File: src/rtl/uart_rx_pkg.sv
// Shared types, constants and helpers for the parametrised UART receiver.
package uart_rx_pkg;

    typedef enum logic [2:0] {
        ST_IDLE   = 3'd0,
        ST_START  = 3'd1,
        ST_DATA   = 3'd2,
        ST_PARITY = 3'd3,
        ST_STOP   = 3'd4,
        ST_DONE   = 3'd5
    } state_e;

    // Majority sample positions relative to the bit midpoint P/2
    localparam int MAJ_OFFSETS [3] = '{-2, -1, 0};

    localparam int unsigned DATA_W_MIN   = 5;
    localparam int unsigned DATA_W_MAX   = 9;
    localparam int unsigned PRESCALE_MIN = 4;

    // Bit counter width: start + up to 9 data + parity + 2 stop fits in 4 bits
    localparam int unsigned BC_W = 4;

    function automatic logic maj3(input logic a, input logic b, input logic c);
        return (a & b) | (a & c) | (b & c);
    endfunction

endpackage

File: src/rtl/uart_os_sampler.sv
// Oversampling edge/bit counter with a 3-sample majority voter.
module uart_os_sampler
    import uart_rx_pkg::*;
#(
    parameter int unsigned PRESCALE_W = 6
) (
    input  logic                  clck,
    input  logic                  rst,
    input  logic                  i_clr,
    input  logic                  i_run,
    input  logic                  i_rxs,
    input  logic [PRESCALE_W-1:0] i_prescale,
    output logic                  o_bit_val_c,
    output logic                  o_bit_strobe_c,
    output logic                  o_bit_end_c,
    output logic [BC_W-1:0]       o_bc
);

    logic [PRESCALE_W-1:0] r_ec;
    logic [BC_W-1:0]       r_bc;
    logic                  r_s0;
    logic                  r_s1;
    logic [PRESCALE_W-1:0] w_half;
    logic [PRESCALE_W-1:0] w_pos0;
    logic [PRESCALE_W-1:0] w_pos1;
    logic [PRESCALE_W-1:0] w_pos2;
    logic [PRESCALE_W-1:0] w_last;

    assign w_half = i_prescale >> 1;
    assign w_pos0 = w_half + PRESCALE_W'(MAJ_OFFSETS[0]);
    assign w_pos1 = w_half + PRESCALE_W'(MAJ_OFFSETS[1]);
    assign w_pos2 = w_half + PRESCALE_W'(MAJ_OFFSETS[2]);
    assign w_last = i_prescale - PRESCALE_W'(1);

    // Edge counter wraps at P-1 and advances the bit counter
    always_ff @(posedge clck or negedge rst) begin
        if (!rst) begin
            r_ec <= '0;
            r_bc <= '0;
        end else if (i_clr) begin
            r_ec <= '0;
            r_bc <= '0;
        end else if (i_run) begin
            if (r_ec == w_last) begin
                r_ec <= '0;
                r_bc <= r_bc + BC_W'(1);
            end else begin
                r_ec <= r_ec + PRESCALE_W'(1);
            end
        end
    end

    // Capture the two early samples; the third is the live line at the decision
    always_ff @(posedge clck or negedge rst) begin
        if (!rst) begin
            r_s0 <= 1'b1;
            r_s1 <= 1'b1;
        end else if (i_run) begin
            if (r_ec == w_pos0) r_s0 <= i_rxs;
            if (r_ec == w_pos1) r_s1 <= i_rxs;
        end
    end

    assign o_bit_val_c    = maj3(r_s0, r_s1, i_rxs);
    assign o_bit_strobe_c = i_run && (r_ec == w_pos2);
    assign o_bit_end_c    = i_run && (r_ec == w_last);
    assign o_bc           = r_bc;

endmodule

File: src/rtl/uart_rx_param.sv
// Parametrised UART receiver: majority sampling, optional parity, 1/2 stop bits.
module uart_rx_param
    import uart_rx_pkg::*;
#(
    parameter int unsigned DATA_W      = 8,
    parameter int unsigned PRESCALE_W  = 6,
    parameter int unsigned SYNC_STAGES = 2
) (
    input  logic                  clck,
    input  logic                  rst,
    input  logic                  rx_in,
    input  logic [PRESCALE_W-1:0] prescale,
    input  logic                  par_en,
    input  logic                  par_typ,
    input  logic                  stop2,
    output logic [DATA_W-1:0]     p_data,
    output logic                  data_valid,
    output logic                  par_err,
    output logic                  frm_err
);

    state_e                r_state;
    state_e                w_state_nxt;
    logic [SYNC_STAGES-1:0] r_sync;
    logic                  r_rxs_d;
    logic [PRESCALE_W-1:0] r_pre;
    logic                  r_par_en;
    logic                  r_par_typ;
    logic                  r_stop2;
    logic [DATA_W-1:0]     r_shift;
    logic                  r_par_acc;
    logic                  r_par_bad;
    logic                  r_frm_bad;
    logic                  r_stop_seen;

    logic                  w_rxs;
    logic                  w_edge_ok;
    logic                  w_run;
    logic                  w_bit_val;
    logic                  w_strobe;
    logic                  w_bit_end;
    logic [BC_W-1:0]       w_bc;
    logic                  w_last_stop;
    logic                  w_frm_final;
    logic                  w_dv_nxt;
    logic                  w_pe_nxt;
    logic                  w_fe_nxt;

    // Synchronise the asynchronous line; idles high out of reset
    always_ff @(posedge clck or negedge rst) begin
        if (!rst) begin
            r_sync  <= '1;
            r_rxs_d <= 1'b1;
        end else begin
            r_sync  <= {r_sync[SYNC_STAGES-2:0], rx_in};
            r_rxs_d <= w_rxs;
        end
    end

    assign w_rxs = r_sync[SYNC_STAGES-1];

    // A start edge is accepted in IDLE and in DONE so back-to-back frames at small P are not missed
    assign w_edge_ok = r_rxs_d && !w_rxs && ((r_state == ST_IDLE) || (r_state == ST_DONE));
    assign w_run     = (r_state == ST_START) || (r_state == ST_DATA) ||
                       (r_state == ST_PARITY) || (r_state == ST_STOP);

    uart_os_sampler #(
        .PRESCALE_W (PRESCALE_W)
    ) u_sampler (
        .clck           (clck),
        .rst            (rst),
        .i_clr          (w_edge_ok),
        .i_run          (w_run),
        .i_rxs          (w_rxs),
        .i_prescale     (r_pre),
        .o_bit_val_c    (w_bit_val),
        .o_bit_strobe_c (w_strobe),
        .o_bit_end_c    (w_bit_end),
        .o_bc           (w_bc)
    );

    // State register
    always_ff @(posedge clck or negedge rst) begin
        if (!rst) r_state <= ST_IDLE;
        else      r_state <= w_state_nxt;
    end

    // Next-state logic
    always_comb begin
        w_state_nxt = r_state;
        case (r_state)
            ST_IDLE:   if (w_edge_ok) w_state_nxt = ST_START;
            ST_START: begin
                if (w_strobe && w_bit_val) w_state_nxt = ST_IDLE;
                else if (w_bit_end)        w_state_nxt = ST_DATA;
            end
            ST_DATA: begin
                if (w_bit_end && (w_bc == BC_W'(DATA_W)))
                    w_state_nxt = r_par_en ? ST_PARITY : ST_STOP;
            end
            ST_PARITY: if (w_bit_end) w_state_nxt = ST_STOP;
            ST_STOP:   if (w_last_stop) w_state_nxt = ST_DONE;
            ST_DONE:   w_state_nxt = w_edge_ok ? ST_START : ST_IDLE;
            default:   w_state_nxt = ST_IDLE;
        endcase
    end

    // Output decode at the last stop-bit decision
    always_comb begin
        w_last_stop = 1'b0;
        w_frm_final = 1'b0;
        w_dv_nxt    = 1'b0;
        w_pe_nxt    = 1'b0;
        w_fe_nxt    = 1'b0;
        if ((r_state == ST_STOP) && w_strobe && (!r_stop2 || r_stop_seen)) begin
            w_last_stop = 1'b1;
            w_frm_final = r_frm_bad || !w_bit_val;
            w_pe_nxt    = r_par_bad;
            w_fe_nxt    = w_frm_final;
            w_dv_nxt    = !r_par_bad && !w_frm_final;
        end
    end

    // Frame datapath: config shadow, shift register, parity and stop tracking
    always_ff @(posedge clck or negedge rst) begin
        if (!rst) begin
            r_pre       <= '0;
            r_par_en    <= 1'b0;
            r_par_typ   <= 1'b0;
            r_stop2     <= 1'b0;
            r_shift     <= '0;
            r_par_acc   <= 1'b0;
            r_par_bad   <= 1'b0;
            r_frm_bad   <= 1'b0;
            r_stop_seen <= 1'b0;
        end else if (w_edge_ok) begin
            r_pre       <= prescale;
            r_par_en    <= par_en;
            r_par_typ   <= par_typ;
            r_stop2     <= stop2;
            r_par_acc   <= 1'b0;
            r_par_bad   <= 1'b0;
            r_frm_bad   <= 1'b0;
            r_stop_seen <= 1'b0;
        end else if (w_strobe) begin
            case (r_state)
                ST_DATA: begin
                    r_shift   <= {w_bit_val, r_shift[DATA_W-1:1]};
                    r_par_acc <= r_par_acc ^ w_bit_val;
                end
                ST_PARITY: r_par_bad <= ((r_par_acc ^ w_bit_val) != r_par_typ);
                ST_STOP: begin
                    r_stop_seen <= 1'b1;
                    if (!w_bit_val) r_frm_bad <= 1'b1;
                end
                default: ;
            endcase
        end
    end

    // Registered output pulses; p_data only updates on a clean frame
    always_ff @(posedge clck or negedge rst) begin
        if (!rst) begin
            p_data     <= '0;
            data_valid <= 1'b0;
            par_err    <= 1'b0;
            frm_err    <= 1'b0;
        end else begin
            data_valid <= w_dv_nxt;
            par_err    <= w_pe_nxt;
            frm_err    <= w_fe_nxt;
            if (w_dv_nxt) p_data <= r_shift;
        end
    end

endmodule

File: config.mk
export PLATFORM = sky130hd
export DESIGN_NAME = uart_rx_param
export DESIGN_NICKNAME = d
export VERILOG_FILES = /design/src/rtl/uart_rx_pkg.sv /design/src/rtl/uart_os_sampler.sv /design/src/rtl/uart_rx_param.sv
export SDC_FILE = /design/constraint.sdc
export NUM_CORES = 1
export LEC_CHECK = 0
export ABC_AREA = 1
export ABC_CLOCK_PERIOD_IN_PS = 5500
export CELL_PAD_IN_SITES_DETAIL_PLACEMENT = 1
export CELL_PAD_IN_SITES_GLOBAL_PLACEMENT = 1
export CORE_ASPECT_RATIO = 0.5
export CORE_MARGIN = 3
export CORE_UTILIZATION = 40
export CTS_CLUSTER_SIZE = 12
export DETAILED_ROUTE_END_ITERATION = 16
export MAX_ROUTING_LAYER = met4
export PLACE_DENSITY_LB_ADDON = 0.1
export SLEW_MARGIN = 40
export SYNTH_ARGS = -nofsm -noshare
export SYNTH_HDL_FRONTEND = slang
export SYNTH_SLANG_ARGS = --single-unit
File: constraint.sdc
create_clock -name clck -period 5.5 [get_ports clck]
set_clock_uncertainty 0.1 [all_clocks]
set_input_delay 0.55 -clock clck [delete_from_list [all_inputs] [get_ports clck]]
set_output_delay 0.55 -clock clck [all_outputs]
set_load 0.1 [all_outputs]
# Word level (Yosys, flattened, before mapping)
# Index checks and enable logic that the tools add are counted.
# classes
muxes	32
bitwise_logic	7
n_reduce_logical	36
add_sub_neg	5
n_eq_ne	17
# ops
operator	count
$mux W3	7
$eq A6 B6 Y1	3
$mux W1	18
$mux W6	3
$pmux W3 S6	1
$add A5 B6 Y6 const B	2
$mux W4	3
$reduce_and A2 Y1	6
$reduce_bool A2 Y1	6
$logic_and A1 B1 Y1	9
$ne A2 B2 Y1 const B	4
$add A6 B1 Y6 const B	1
$eq A3 B2 Y1 const B	2
$eq A3 B3 Y1 const B	2
$eq A6 B5 Y1	1
$logic_or A1 B1 Y1	6
$reduce_and A3 Y1	2
$sub A6 B1 Y6 const B	1
$logic_not A1 Y1	5
$reduce_and A5 Y1	1
$add A4 B1 Y4 const B	1
$eq A4 B4 Y1 const B	1
$and A1 B1 Y1	3
$eq A3 B1 Y1 const B	1
7 further kinds	8
# totals
reg_bits	50
output_inout_bits	11

# Logic depth before layout (Yosys ltp)
# Gate-level depths: netlist of the first run.
# depth
word_depth	10
ltp_mapped	15

# Hierarchy
# From an unflattened synthesis of the first run, not the netlist that was laid out.
# hier_totals
hier_cells	366
hier_area_um2	2841.5
# modules_own_cells
module	area_per_inst_um2	cells_per_inst	n_inst
uart_rx_param	1641.6	191	1
uart_os_sampler	1199.9	175	1

# Least setup slack after synthesis of the first run
# OpenSTA, ideal clock, no wires.
# synth_path
path_type	flip-flop to flip-flop
startpoint	reg r_pre[2]
endpoint	reg r_state[0]
arrival_ns	1.588
setup_slack_ns	3.695
stages_incl_launch_ff	14
setup_time_ns	0.117
n_path_buf	0
cell_sequence	dfrtp_1 inv_1 ha_1 nand2_1 inv_1 nand2_1 nand2_1 nand2_1 nor2_1 nand3_1 nand2_1 nand3_1 nand2_1 nand2_1
# synth_via
elab_chain_len	7
# synth_rtl
element	line_no	rtl
from (decl)	uart_rx_param.sv:26	logic [PRESCALE_W-1:0] r_pre;
from (signal assigned)	uart_rx_param.sv:137	r_pre <= prescale;
parallel branches: the longest is 7 deep, another holds $sub A6 B1 Y6	--	
to (signal assigned)	uart_rx_param.sv:85	else r_state <= w_state_nxt;
to (decl)	uart_rx_param.sv:22	state_e r_state;
# Several ways; the timed one is not identified.
# A chain may end at the register's enable or synchronous reset.

# Final worst setup path of the first run
# layout_path
startpoint	reg r_pre[2]
endpoint	reg u_sampler.r_bc[2] (netlist: u_sampler.o_bc[2])
# layout_via
elab_chain_len	4
# layout_rtl
element	line_no	rtl
$sub A6 B1 Y6	uart_os_sampler.sv:33	assign w_last = i_prescale - PRESCALE_W'(1);
$eq A6 B6 Y1	uart_os_sampler.sv:44	if (r_ec == w_last) begin
$reduce_bool A2 Y1 (no source line)	--	
$reduce_and A2 Y1 (no source line)	--	
to (signal assigned)	uart_os_sampler.sv:46	r_bc <= r_bc + BC_W'(1);
to (decl)	uart_os_sampler.sv:20	logic [BC_W-1:0] r_bc;
# No other way between the ends.

==> metrics.csv, run 1 <==
stage,metric,value,unit
logic_synthesis,synth warn,0,
logic_synthesis,syn nets,364,
cts,clock-pin slew on the worst setup and hold paths,0.07,ns
final_layout,final net count,387,
timing,Tcrit/Tclk final,38.5,%
logic_synthesis,Post-Synth Simple-Gate Area,26.5,%
cts,CTS tree,yes,
logic_synthesis,multiplexer share of the synthesized area,0,%
job,max_cap viols,0,
floorplan,num ports,23,
timing,"Setup violations, final",0,
final_layout,Area Growth Syn to Fin,14.2,%
global_routing,GRT Overall Usage,19.1,%
setup_path,Worst Setup Start Kind,flip-flop,
timing,Pins Over Slew Limit,0,
setup_path,Crit. End Element,flip-flop,
placed_design,Place WS,3.37,ns
setup_path,Reg2Reg Setup Slack,3.38,ns
cts,root buf cell,clkbuf_16,
setup_path,crit path DAT,2.19,ns
floorplan,Rows,20,
status,status,completed,
global_routing,vias in the first global route,2404,
final_layout,layout cells sized above 1,14.9,%
setup_path,worst setup path startpoint,r_pre[2],
timing,Worst-Margin Slew,0.677,ns
setup_path,end of the critical path,u_sampler.o_bc[2],
floorplan,Initial Utilization,43.2,%
final_layout,fin util,49.4,%
cts,postcts setup bufs,0,
power_and_ir_drop,leakage,0.00157,uW
floorplan,Die X,123,um
timing,Peak Freq,472,MHz
global_routing,antenna violations before repair,0,
detailed_routing,Vias/cell,4.92,
logic_synthesis,post-synthesis compound-gate area fraction,10.2,%
global_routing,grt total ovfl,0,
logic_synthesis,Synth cell types,28,
power_and_ir_drop,maximum vdd drop,0.141,mV
cts,Num CTS Buffers,5,
logic_synthesis,register area share after synthesis,45.8,%
detailed_routing,DRC Markers,0,
setup_path,"Max FO, Critical Path",8,
placed_design,port bufs,22,
detailed_routing,wire per inst,14.7,um
final_layout,"most common cell after layout, fill and taps aside",nand2_1,
floorplan,die area,7960,um2
placed_design,dpl hpwl,4900,um
final_layout,most frequent cells in the layout,"99 x nand2_1, 45 x dfrtp_1, 42 x inv_1",
logic_synthesis,largest family of logic cells by synthesized area,simple AND/OR/NAND/NOR gates,
setup_path,reg2reg end,u_sampler.o_bc[2],
detailed_routing,First DRT Iteration DRCs,104,
logic_synthesis,"Avg Cell Area, Syn",7.99,um2
cts,post-CTS resize count,0,
placed_design,dpl cells,448,
setup_path,R2R depth,13,
global_routing,first-pass GRT wire length,11600,um
timing,hold slack,0.256,ns
floorplan,chip height,64.6,um
timing,Final min period,2.12,ns
final_layout,"non-filler cells, final",456,
logic_synthesis,adder-cell share of the synthesized area,3.64,%
timing,final worst setup slack,3.38,ns
cts,htree depth,2,
setup_path,Worst path most repeated cell,nand2_1,
cts,clock tree buffer depth,2,
setup_path,crit path cell chain,inv_1 -> ha_1 -> nand2_1 -> inv_1 -> nand2_1 -> nand2_1 -> nand2_1 -> nor2_1 -> nand2_1 -> nand2_1 -> nand2_1 -> inv_1 -> o21ai_0,
timing,Fin. Hold Viols,0,
timing,Slew HR,54.9,%
setup_path,WS Path Type,reg2reg,
timing,unrepaired setup endpoints after global routing,no,
timing,setup TNS,0,ns
logic_synthesis,"Cell Area, Synth",2750,um2
global_routing,pin count of the biggest net entering global routing,51,
final_layout,Fillers,788,
setup_path,Worst EP required,5.57,ns
final_layout,# diodes,0,
detailed_routing,first-pass iteration count of the detailed router,4,
power_and_ir_drop,pwr/cell area,509,nW/um2
cts,CTS Hold Buffers Added,0,
cts,clk sinks,50,
detailed_routing,Vias,2242,
setup_path,Reg-to-Reg Start,r_pre[2],
placed_design,GP Congestion,0.864,
setup_path,max incr delay on CP,0.39,ns
logic_synthesis,register bit total from synthesis,50,
detailed_routing,"wirelength, routed",6690,um
cts,Skew-Pair Late Insertion Delay,0.30,ns
detailed_routing,Final ANT Viol Nets,0,
hold_path,min-delay worst type,reg2reg,
floorplan,Core ar.,6360,um2
logic_synthesis,XOR/XNOR Fraction of Synth Area,5.42,%
logic_synthesis,Gate Count Post-Synth,344,
setup_path,Crit-path slowest cell,dfrtp_1,
==> cell usage after synthesis (all sizes together) <==
cell / count / share of area, %
nand2: 106 / 15
inv: 50 / 6.8
dfrtp: 45 / 41
o21ai: 38 / 8.0
nor2: 26 / 4.5
nand3: 18 / 3.3
xor2: 11 / 3.5
ha: 8 / 3.6
buf: 7 / 1.6
nand4: 7 / 2.1
a21oi: 6 / 1.1
xnor2: 6 / 1.9
dfstp: 5 / 4.8
nor3: 5 / 0.91
o211ai: 2 / 0.55
a211oi: 1 / 0.27
a21o: 1 / 0.27
and3: 1 / 0.23
or2: 1 / 0.23
==> layout make-up <==
type / count / area (um2) / share of cell area (%)
Multi-Input combinational cell: 237 / 1260 / 40.1
Inverter: 50 / 188 / 5.98
Tap cell: 88 / 110 / 3.51
Timing Repair Buffer: 23 / 168 / 5.35
Clock inverter: 2 / 16.3 / 0.519
Clock buffer: 6 / 139 / 4.43
Sequential cell: 50 / 1260 / 40.1
==> cells by family (layout without fill, tap and decap cells) <==
group / Yosys count / in the layout
fa+ha+maj: 8 / 8
compound gates: 48 / 48
xor+xnor: 17 / 17
buf+inv: 57 / 81
simple gates: 164 / 164
flops: 50 / 50
==> per-stage QoR <==
| stage | total power [uW] | cell area (um2) |
|---|---|---|
| global placement | 1230 | 3040 |
| CTS | 1610 | 3140 |
| finish | 1600 | 3140 |
| detailed placement | 1270 | 2980 |
| floorplan | 1090 | 2750 |
| global route | 1740 | 3140 |
==> layer usage <==
metal | global-route usage [%] | vias up | routed length (um)
li1 | - | 1118 | -
met2 | 30.4 | 31 | 2980
met3 | 4.88 | 10 | 273
met5 | - | - | 0
met1 | 24.1 | 1083 | 3330
met4 | 5.79 | 0 | 102
==> sequential cells by signal, indices dropped and copies added, names as in the netlist, 2 cells and up <==
signal,cells
p_data,8
r_pre,6
r_shift,8
r_state,3
r_sync,2
u_sampler.o_bc,4
u_sampler.r_ec,6
==> worst max-delay path, delay by kind of cell, from the launching register on <==
kind,cells,cell delay [ns]
buf+inv,3,0.49
flops,1,0.39
simple gates,8,0.62
compound gates,1,0.12
fa+ha+maj,1,0.27
==> worst min path at each step <==
stage / startpoint / endpoint / depth (start not counted)
after floorplan: rst / data_valid / 0
after CTS: r_sync[0] / r_sync[1] / 0
after global placement: r_sync[0] / r_sync[1] / 0
after global routing: r_sync[0] / r_sync[1] / 0
final: r_sync[0] / r_sync[1] / 0
after detailed placement: r_sync[0] / r_sync[1] / 0
==> report_power, final <==
group	leakage (uW)	switching, uW	internal [uW]	total, uW
Sequential	0.000655	91.6	454	546
Clock	0.0000735	148	183	331
Combinational	0.000838	467	253	720
Total	0.00157	706	890	1600
Power figures use the tool's default switching activity.
==> inputs of run 2 (changes only) <==
Settings changed: ABC_CLOCK_PERIOD_IN_PS 5500 to 2170.
Clock period 5.5 ns to 2.17 ns, I/O delays scaled along.
==> metrics.csv, run 2 (synthesis gave the netlist of run 1 again) <==
stage,metric,value,unit,change
status,status,completed,,unchanged
final_layout,most frequent cells in the layout,"99 x nand2_1, 45 x dfrtp_1, 40 x inv_1",,"was 99 x nand2_1, 45 x dfrtp_1, 42 x inv_1"
timing,Worst-Margin Slew,0.614,ns,was 0.677 ns
detailed_routing,Vias/cell,5.01,,was 4.92
floorplan,Core ar.,6360,um2,unchanged
hold_path,Hold Crit Endpoint,r_sync[0],,was r_sync[1]
global_routing,GRT Overall Usage,19.6,%,was 19.1%
setup_path,Worst path most repeated cell,nand2_1,,unchanged
setup_path,Worst EP required,2.26,ns,was 5.57 ns
final_layout,register area,1260,um2,unchanged
setup_path,Reg-to-Reg Start,r_pre[2],,unchanged
timing,final worst setup slack,0.172,ns,was 3.38 ns
final_layout,final net count,394,,was 387
setup_path,WS Path Type,reg2reg,,unchanged
timing,Slew HR,59.1,%,was 54.9%
placed_design,dpl cells,453,,was 448
setup_path,Crit-path slowest cell,dfrtp_1,,unchanged
cts,clock-pin slew on the worst setup and hold paths,0.07,ns,about the same
timing,Peak Freq,501,MHz,was 472 MHz
cts,CTS tree,yes,,unchanged
final_layout,Fillers,796,,was 788
floorplan,die area,7960,um2,unchanged
hold_path,Hold Startpoint,rx_in,,was r_sync[0]
power_and_ir_drop,Tot Pwr,4250,uW,was 1600 uW
setup_path,reg2reg end,r_state[0],,was u_sampler.o_bc[2]
floorplan,Rows,20,,unchanged
floorplan,chip height,64.6,um,unchanged
final_layout,fin util,51.7,%,was 49.4%
floorplan,num ports,23,,unchanged
placed_design,port bufs,22,,unchanged
timing,"Setup violations, final",0,,unchanged
timing,Final min period,2.00,ns,was 2.12 ns
timing,Pins Over Slew Limit,0,,unchanged
setup_path,critical path's top delay family,simple AND/OR/NAND/NOR gates,,unchanged
setup_path,max incr delay on CP,0.42,ns,was 0.39 ns
final_layout,# diodes,0,,unchanged
global_routing,grt total ovfl,0,,unchanged
power_and_ir_drop,leakage,0.00162,uW,was 0.00157 uW
setup_path,"Max FO, Critical Path",8,,unchanged
detailed_routing,first-pass iteration count of the detailed router,4,,unchanged
setup_path,crit path cell chain,inv_2 -> ha_2 -> nand2_1 -> inv_1 -> nand2_1 -> nand2_1 -> nand2_1 -> nor2_2 -> nand3_2 -> nand2_1 -> nand3_1 -> nand2_1 -> nand2_1,,was inv_1 -> ha_1 -> nand2_1 -> inv_1 -> nand2_1 -> nand2_1 -> nand2_1 -> nor2_1 -> nand2_1 -> nand2_1 -> nand2_1 -> inv_1 -> o21ai_0
final_layout,"non-filler cells, final",463,,was 456
cts,Num CTS Buffers,5,,unchanged
setup_path,crit path buf inv count,2,,was 3
global_routing,antenna violations before repair,0,,unchanged
detailed_routing,wire per inst,15.1,um,was 14.7 um
setup_path,Reg2Reg Setup Slack,0.17,ns,was 3.38 ns
floorplan,Initial Utilization,43.2,%,unchanged
setup_path,crit path DAT,2.09,ns,was 2.19 ns
setup_path,Worst Setup Start Kind,flip-flop,,unchanged
final_layout,Area Growth Syn to Fin,19.6,%,was 14.2%
detailed_routing,Vias,2318,,was 2242
placed_design,Place WS,0.0422,ns,was 3.37 ns
final_layout,layout cells sized above 1,17.6,%,was 14.9%
power_and_ir_drop,pwr/cell area,1290,nW/um2,was 509 nW/um2
hold_path,Hold Path Stages,1,,was 0
final_layout,Top Registers,"p_data (8), r_shift (8)",,unchanged
detailed_routing,"wirelength, routed",6980,um,was 6690 um
cts,root buf cell,clkbuf_16,,unchanged
detailed_routing,DRC Markers,0,,unchanged
cts,htree depth,2,,unchanged
global_routing,vias in the first global route,2471,,was 2404
detailed_routing,First DRT Iteration DRCs,103,,was 104
cts,Skew-Pair Late Insertion Delay,0.29,ns,was 0.30 ns
power_and_ir_drop,maximum vdd drop,0.412,mV,was 0.141 mV
final_layout,"most common cell after layout, fill and taps aside",nand2_1,,unchanged
hold_path,min-delay worst type,in2reg,,was reg2reg
placed_design,dpl hpwl,5050,um,was 4900 um
global_routing,first-pass GRT wire length,11900,um,was 11600 um
cts,clk sinks,50,,unchanged
global_routing,pin count of the biggest net entering global routing,28,,was 51
cts,clock tree buffer depth,2,,unchanged
job,max_cap viols,0,,unchanged
floorplan,Die X,123,um,unchanged
placed_design,GP Congestion,0.903,,was 0.864
final_layout,Multi-input gate area,1270,um2,was 1260 um2
timing,Tcrit/Tclk final,92.1,%,was 38.5%
setup_path,R2R depth,13,,unchanged
timing,Fin. Hold Viols,0,,unchanged
setup_path,Crit. End Element,flip-flop,,unchanged
detailed_routing,Final ANT Viol Nets,0,,unchanged
run 2: cell types whose count changed in the layout (fill, tap and decap cells not counted), moves of 2 or more:
cell    delta
buf_2     -11
inv_1      -2
buf_4     +14
buf_12     +3
inv_2      +2
run 2: report_power, final:
part | total [uW] | switching, uW | internal [uW]
combinational | 1930 | 1240 | 688
sequential | 1390 | 238 | 1150
clock | 934 | 381 | 553
run 2: metal layers:
metal,track usage [%],share of wire (%),vias to the layer above
li1,-,-,1139
met3,4.18,2.8,10
met1,25.5,49,1142
met5,-,0,-
met4,5.24,1.3,0
met2,31.5,47,27
run 2: layout make-up:
cell class,count,share of cell area [%]
flip-flops and latches,50,38.3
inverters,50,5.71
repair buffers,30,8.76
well taps,88,3.35
clock buffers,5,3.81
clock inverters,3,1.49
multi-input cells,237,38.6
run 2: how the worst max path moves through the flow:
stage | startpoint | to | slack, ns | cells past startpoint
2_1_floorplan | r_pre[2] | r_state[0] | 0.37 | 13
3_3_place_gp | u_sampler.r_ec[2] | p_data[0] | 0.13 | 11
3_5_place_dp | r_pre[2] | u_sampler.o_bc[1] | 0.04 | 13
4_1_cts | r_pre[2] | r_state[0] | 0.01 | 13
5_1_grt | r_pre[1] | u_sampler.o_bc[3] | -0.01 | 13
6_report | r_pre[2] | r_state[0] | 0.17 | 13
run 2: what timing repair did:
item,4_1_cts,5_1_grt
setup buffers,0,1
endpoints found under the setup margin,0,21
hold buffers,1,0
gates resized for setup,0,5
hold endpoints to repair,23,0
run 2: stage by stage:
step	setup TNS (ns)	hold slack, ns	area, um2
detailed placement	0	0.156	3070
global placement	0	0.144	3070
global route	-0.0131	0.235	3290
floorplan	0	-0.179	2750
finish	0	0.236	3290
CTS	0	0.239	3260
==> inputs of run 3 (changes only) <==
Settings changed: ABC_CLOCK_PERIOD_IN_PS 2170 to 1910.
Clock period 2.17 ns to 1.91 ns, I/O delays scaled along.
==> metrics.csv, run 3 (synthesis gave the netlist of run 1 again) <==
stage,metric,value,unit,change
status,status,"complete, but fails checks",,was completed
status,failing checks,negative setup slack,,
final_layout,# diodes,0,,unchanged
final_layout,Top Registers,"p_data (8), r_shift (8)",,unchanged
timing,Peak Freq,522,MHz,was 501 MHz
final_layout,Fillers,776,,was 796
floorplan,Rows,20,,unchanged
global_routing,vias in the first global route,2539,,was 2471
power_and_ir_drop,pwr/cell area,1510,nW/um2,was 1290 nW/um2
hold_path,min-delay worst type,in2reg,,unchanged
timing,unrepaired setup endpoints after global routing,yes,,
floorplan,chip height,64.6,um,unchanged
power_and_ir_drop,Tot Pwr,5440,uW,was 4250 uW
setup_path,Worst Setup Start Kind,flip-flop,,unchanged
setup_path,Crit. End Element,flip-flop,,unchanged
floorplan,die area,7960,um2,unchanged
cts,CTS tree,yes,,unchanged
floorplan,num ports,23,,unchanged
timing,setup TNS,-0.00555,ns,was 0 ns
final_layout,Multi-input gate area,1390,um2,was 1270 um2
global_routing,grt total ovfl,0,,unchanged
cts,clock-pin slew on the worst setup and hold paths,0.08,ns,was 0.07 ns
detailed_routing,Vias,2390,,was 2318
timing,Slew HR,66.3,%,was 59.1%
final_layout,post-route design area,3610,um2,was 3290 um2
setup_path,crit path DAT,2.00,ns,was 2.09 ns
placed_design,GP Congestion,0.883,,was 0.903
job,max_cap viols,0,,unchanged
floorplan,Initial Utilization,43.2,%,unchanged
global_routing,first-pass GRT wire length,12400,um,was 11900 um
cts,root buf cell,clkbuf_16,,unchanged
placed_design,dpl hpwl,5380,um,was 5050 um
detailed_routing,first-pass iteration count of the detailed router,4,,unchanged
cts,Skew-Pair Late Insertion Delay,0.30,ns,was 0.29 ns
timing,final worst setup slack,-0.00555,ns,was 0.172 ns
cts,clock tree buffer depth,2,,unchanged
detailed_routing,wire per inst,15.5,um,was 15.1 um
detailed_routing,"wirelength, routed",7550,um,was 6980 um
detailed_routing,Vias/cell,4.92,,was 5.01
detailed_routing,Final ANT Viol Nets,0,,unchanged
timing,Worst-Margin Slew,0.506,ns,was 0.614 ns
setup_path,WS Path Type,reg2reg,,unchanged
setup_path,"Max FO, Critical Path",8,,unchanged
global_routing,pin count of the biggest net entering global routing,30,,was 28
floorplan,Core ar.,6360,um2,unchanged
power_and_ir_drop,maximum vdd drop,0.435,mV,was 0.412 mV
cts,htree depth,2,,unchanged
timing,Final min period,1.92,ns,was 2.00 ns
final_layout,layout cells sized above 1,32.7,%,was 17.6%
final_layout,fin util,56.7,%,was 51.7%
placed_design,dpl cells,471,,was 453
global_routing,GRT Overall Usage,20.7,%,was 19.6%
setup_path,Worst EP required,2.00,ns,was 2.26 ns
timing,Pins Over Slew Limit,0,,unchanged
cts,clk sinks,50,,unchanged
timing,"Setup violations, final",1,,was 0
final_layout,most frequent cells in the layout,"80 x nand2_1, 40 x dfrtp_1, 35 x inv_1",,"was 99 x nand2_1, 45 x dfrtp_1, 40 x inv_1"
detailed_routing,DRC Markers,0,,unchanged
timing,Fin. Hold Viols,0,,unchanged
placed_design,DP Area,3220,um2,was 3070 um2
final_layout,"most common cell after layout, fill and taps aside",nand2_1,,unchanged
final_layout,final net count,417,,was 394
global_routing,antenna violations before repair,0,,unchanged
final_layout,"non-filler cells, final",486,,was 463
final_layout,register area,1260,um2,about the same
timing,Tcrit/Tclk final,100,%,was 92.1%
power_and_ir_drop,leakage,0.00174,uW,was 0.00162 uW
final_layout,Area Growth Syn to Fin,31.2,%,was 19.6%
floorplan,Die X,123,um,unchanged
placed_design,port bufs,22,,unchanged
detailed_routing,First DRT Iteration DRCs,79,,was 103
cts,Num CTS Buffers,5,,unchanged
-- run 3: through the flow --
step,hold slack (ns),worst slack [ns]
6_report,0.194,-0.00555
4_1_cts,0.189,0.000827
5_1_grt,0.199,-0.0811
3_5_place_dp,0.0956,-0.123
3_3_place_gp,0.0954,0.0193
2_1_floorplan,-0.205,0.105
-- run 3: routing by layer --
layer	track usage, %	up-vias	share of wire, %
met2	34.9	29	49
met5	-	-	0
met1	26.3	1169	47
met3	4.18	7	2.4
li1	-	1185	-
met4	3.72	0	0.91
-- run 3: worst max-delay path, stage by stage, from the launching register on --
cell     delay, ns
dfrtp_1       0.43
inv_4         0.14
ha_1          0.21
nand2_2       0.07
inv_2         0.09
nand2_2       0.05
nand2_2       0.06
nand2_2       0.06
nor2_4        0.14
nand3_2       0.11
nand2_2       0.14
nand3_2       0.07
nand2_1       0.08
nand2_1       0.05
-- run 3: area by class of cell --
cell class	instances	area share, %
clock inverters	3	0.798
well taps	88	3.05
flip-flops and latches	50	35.0
clock buffers	5	3.47
inverters	50	5.34
repair buffers	53	13.6
multi-input cells	237	38.7
-- run 3: worst paths after layout --
| kind | cells after the start | from | slack [ns] | to |
|---|---|---|---|---|
| setup reg to reg | 13 | r_pre[2] | -0.006 | r_state[0] |
| setup / recovery | 13 | r_pre[2] | -0.006 | r_state[0] |
| min in group asynchronous | 2 | rst | 0.29 | p_data[4] |
| hold / removal | 1 | rx_in | 0.19 | r_sync[0] |
| max in group asynchronous | 3 | rst | 0.87 | r_pre[4] |
| hold reg to reg | 0 | r_sync[0] | 0.26 | r_sync[1] |
-- run 3: repair_timing --
| item | 4_1_cts | 5_1_grt |
|---|---|---|
| resized for setup | 19 | 47 |
| setup buffers | 4 | 1 |
| hold buffers | 1 | 0 |
| cloned | 1 | 0 |
| pin swaps | 8 | 9 |
| setup endpoints to repair | 22 | 34 |
| endpoints found under the hold margin | 16 | 0 |
-- run 3: report_power, final --
| group | leakage [uW] | total, uW | switching (uW) | internal (uW) |
|---|---|---|---|---|
| sequential | 0.000649 | 1580 | 258 | 1320 |
| clock | 0.0000759 | 949 | 448 | 501 |
| combinational | 0.00102 | 2920 | 1750 | 1170 |
| total | 0.00174 | 5440 | 2450 | 2990 |
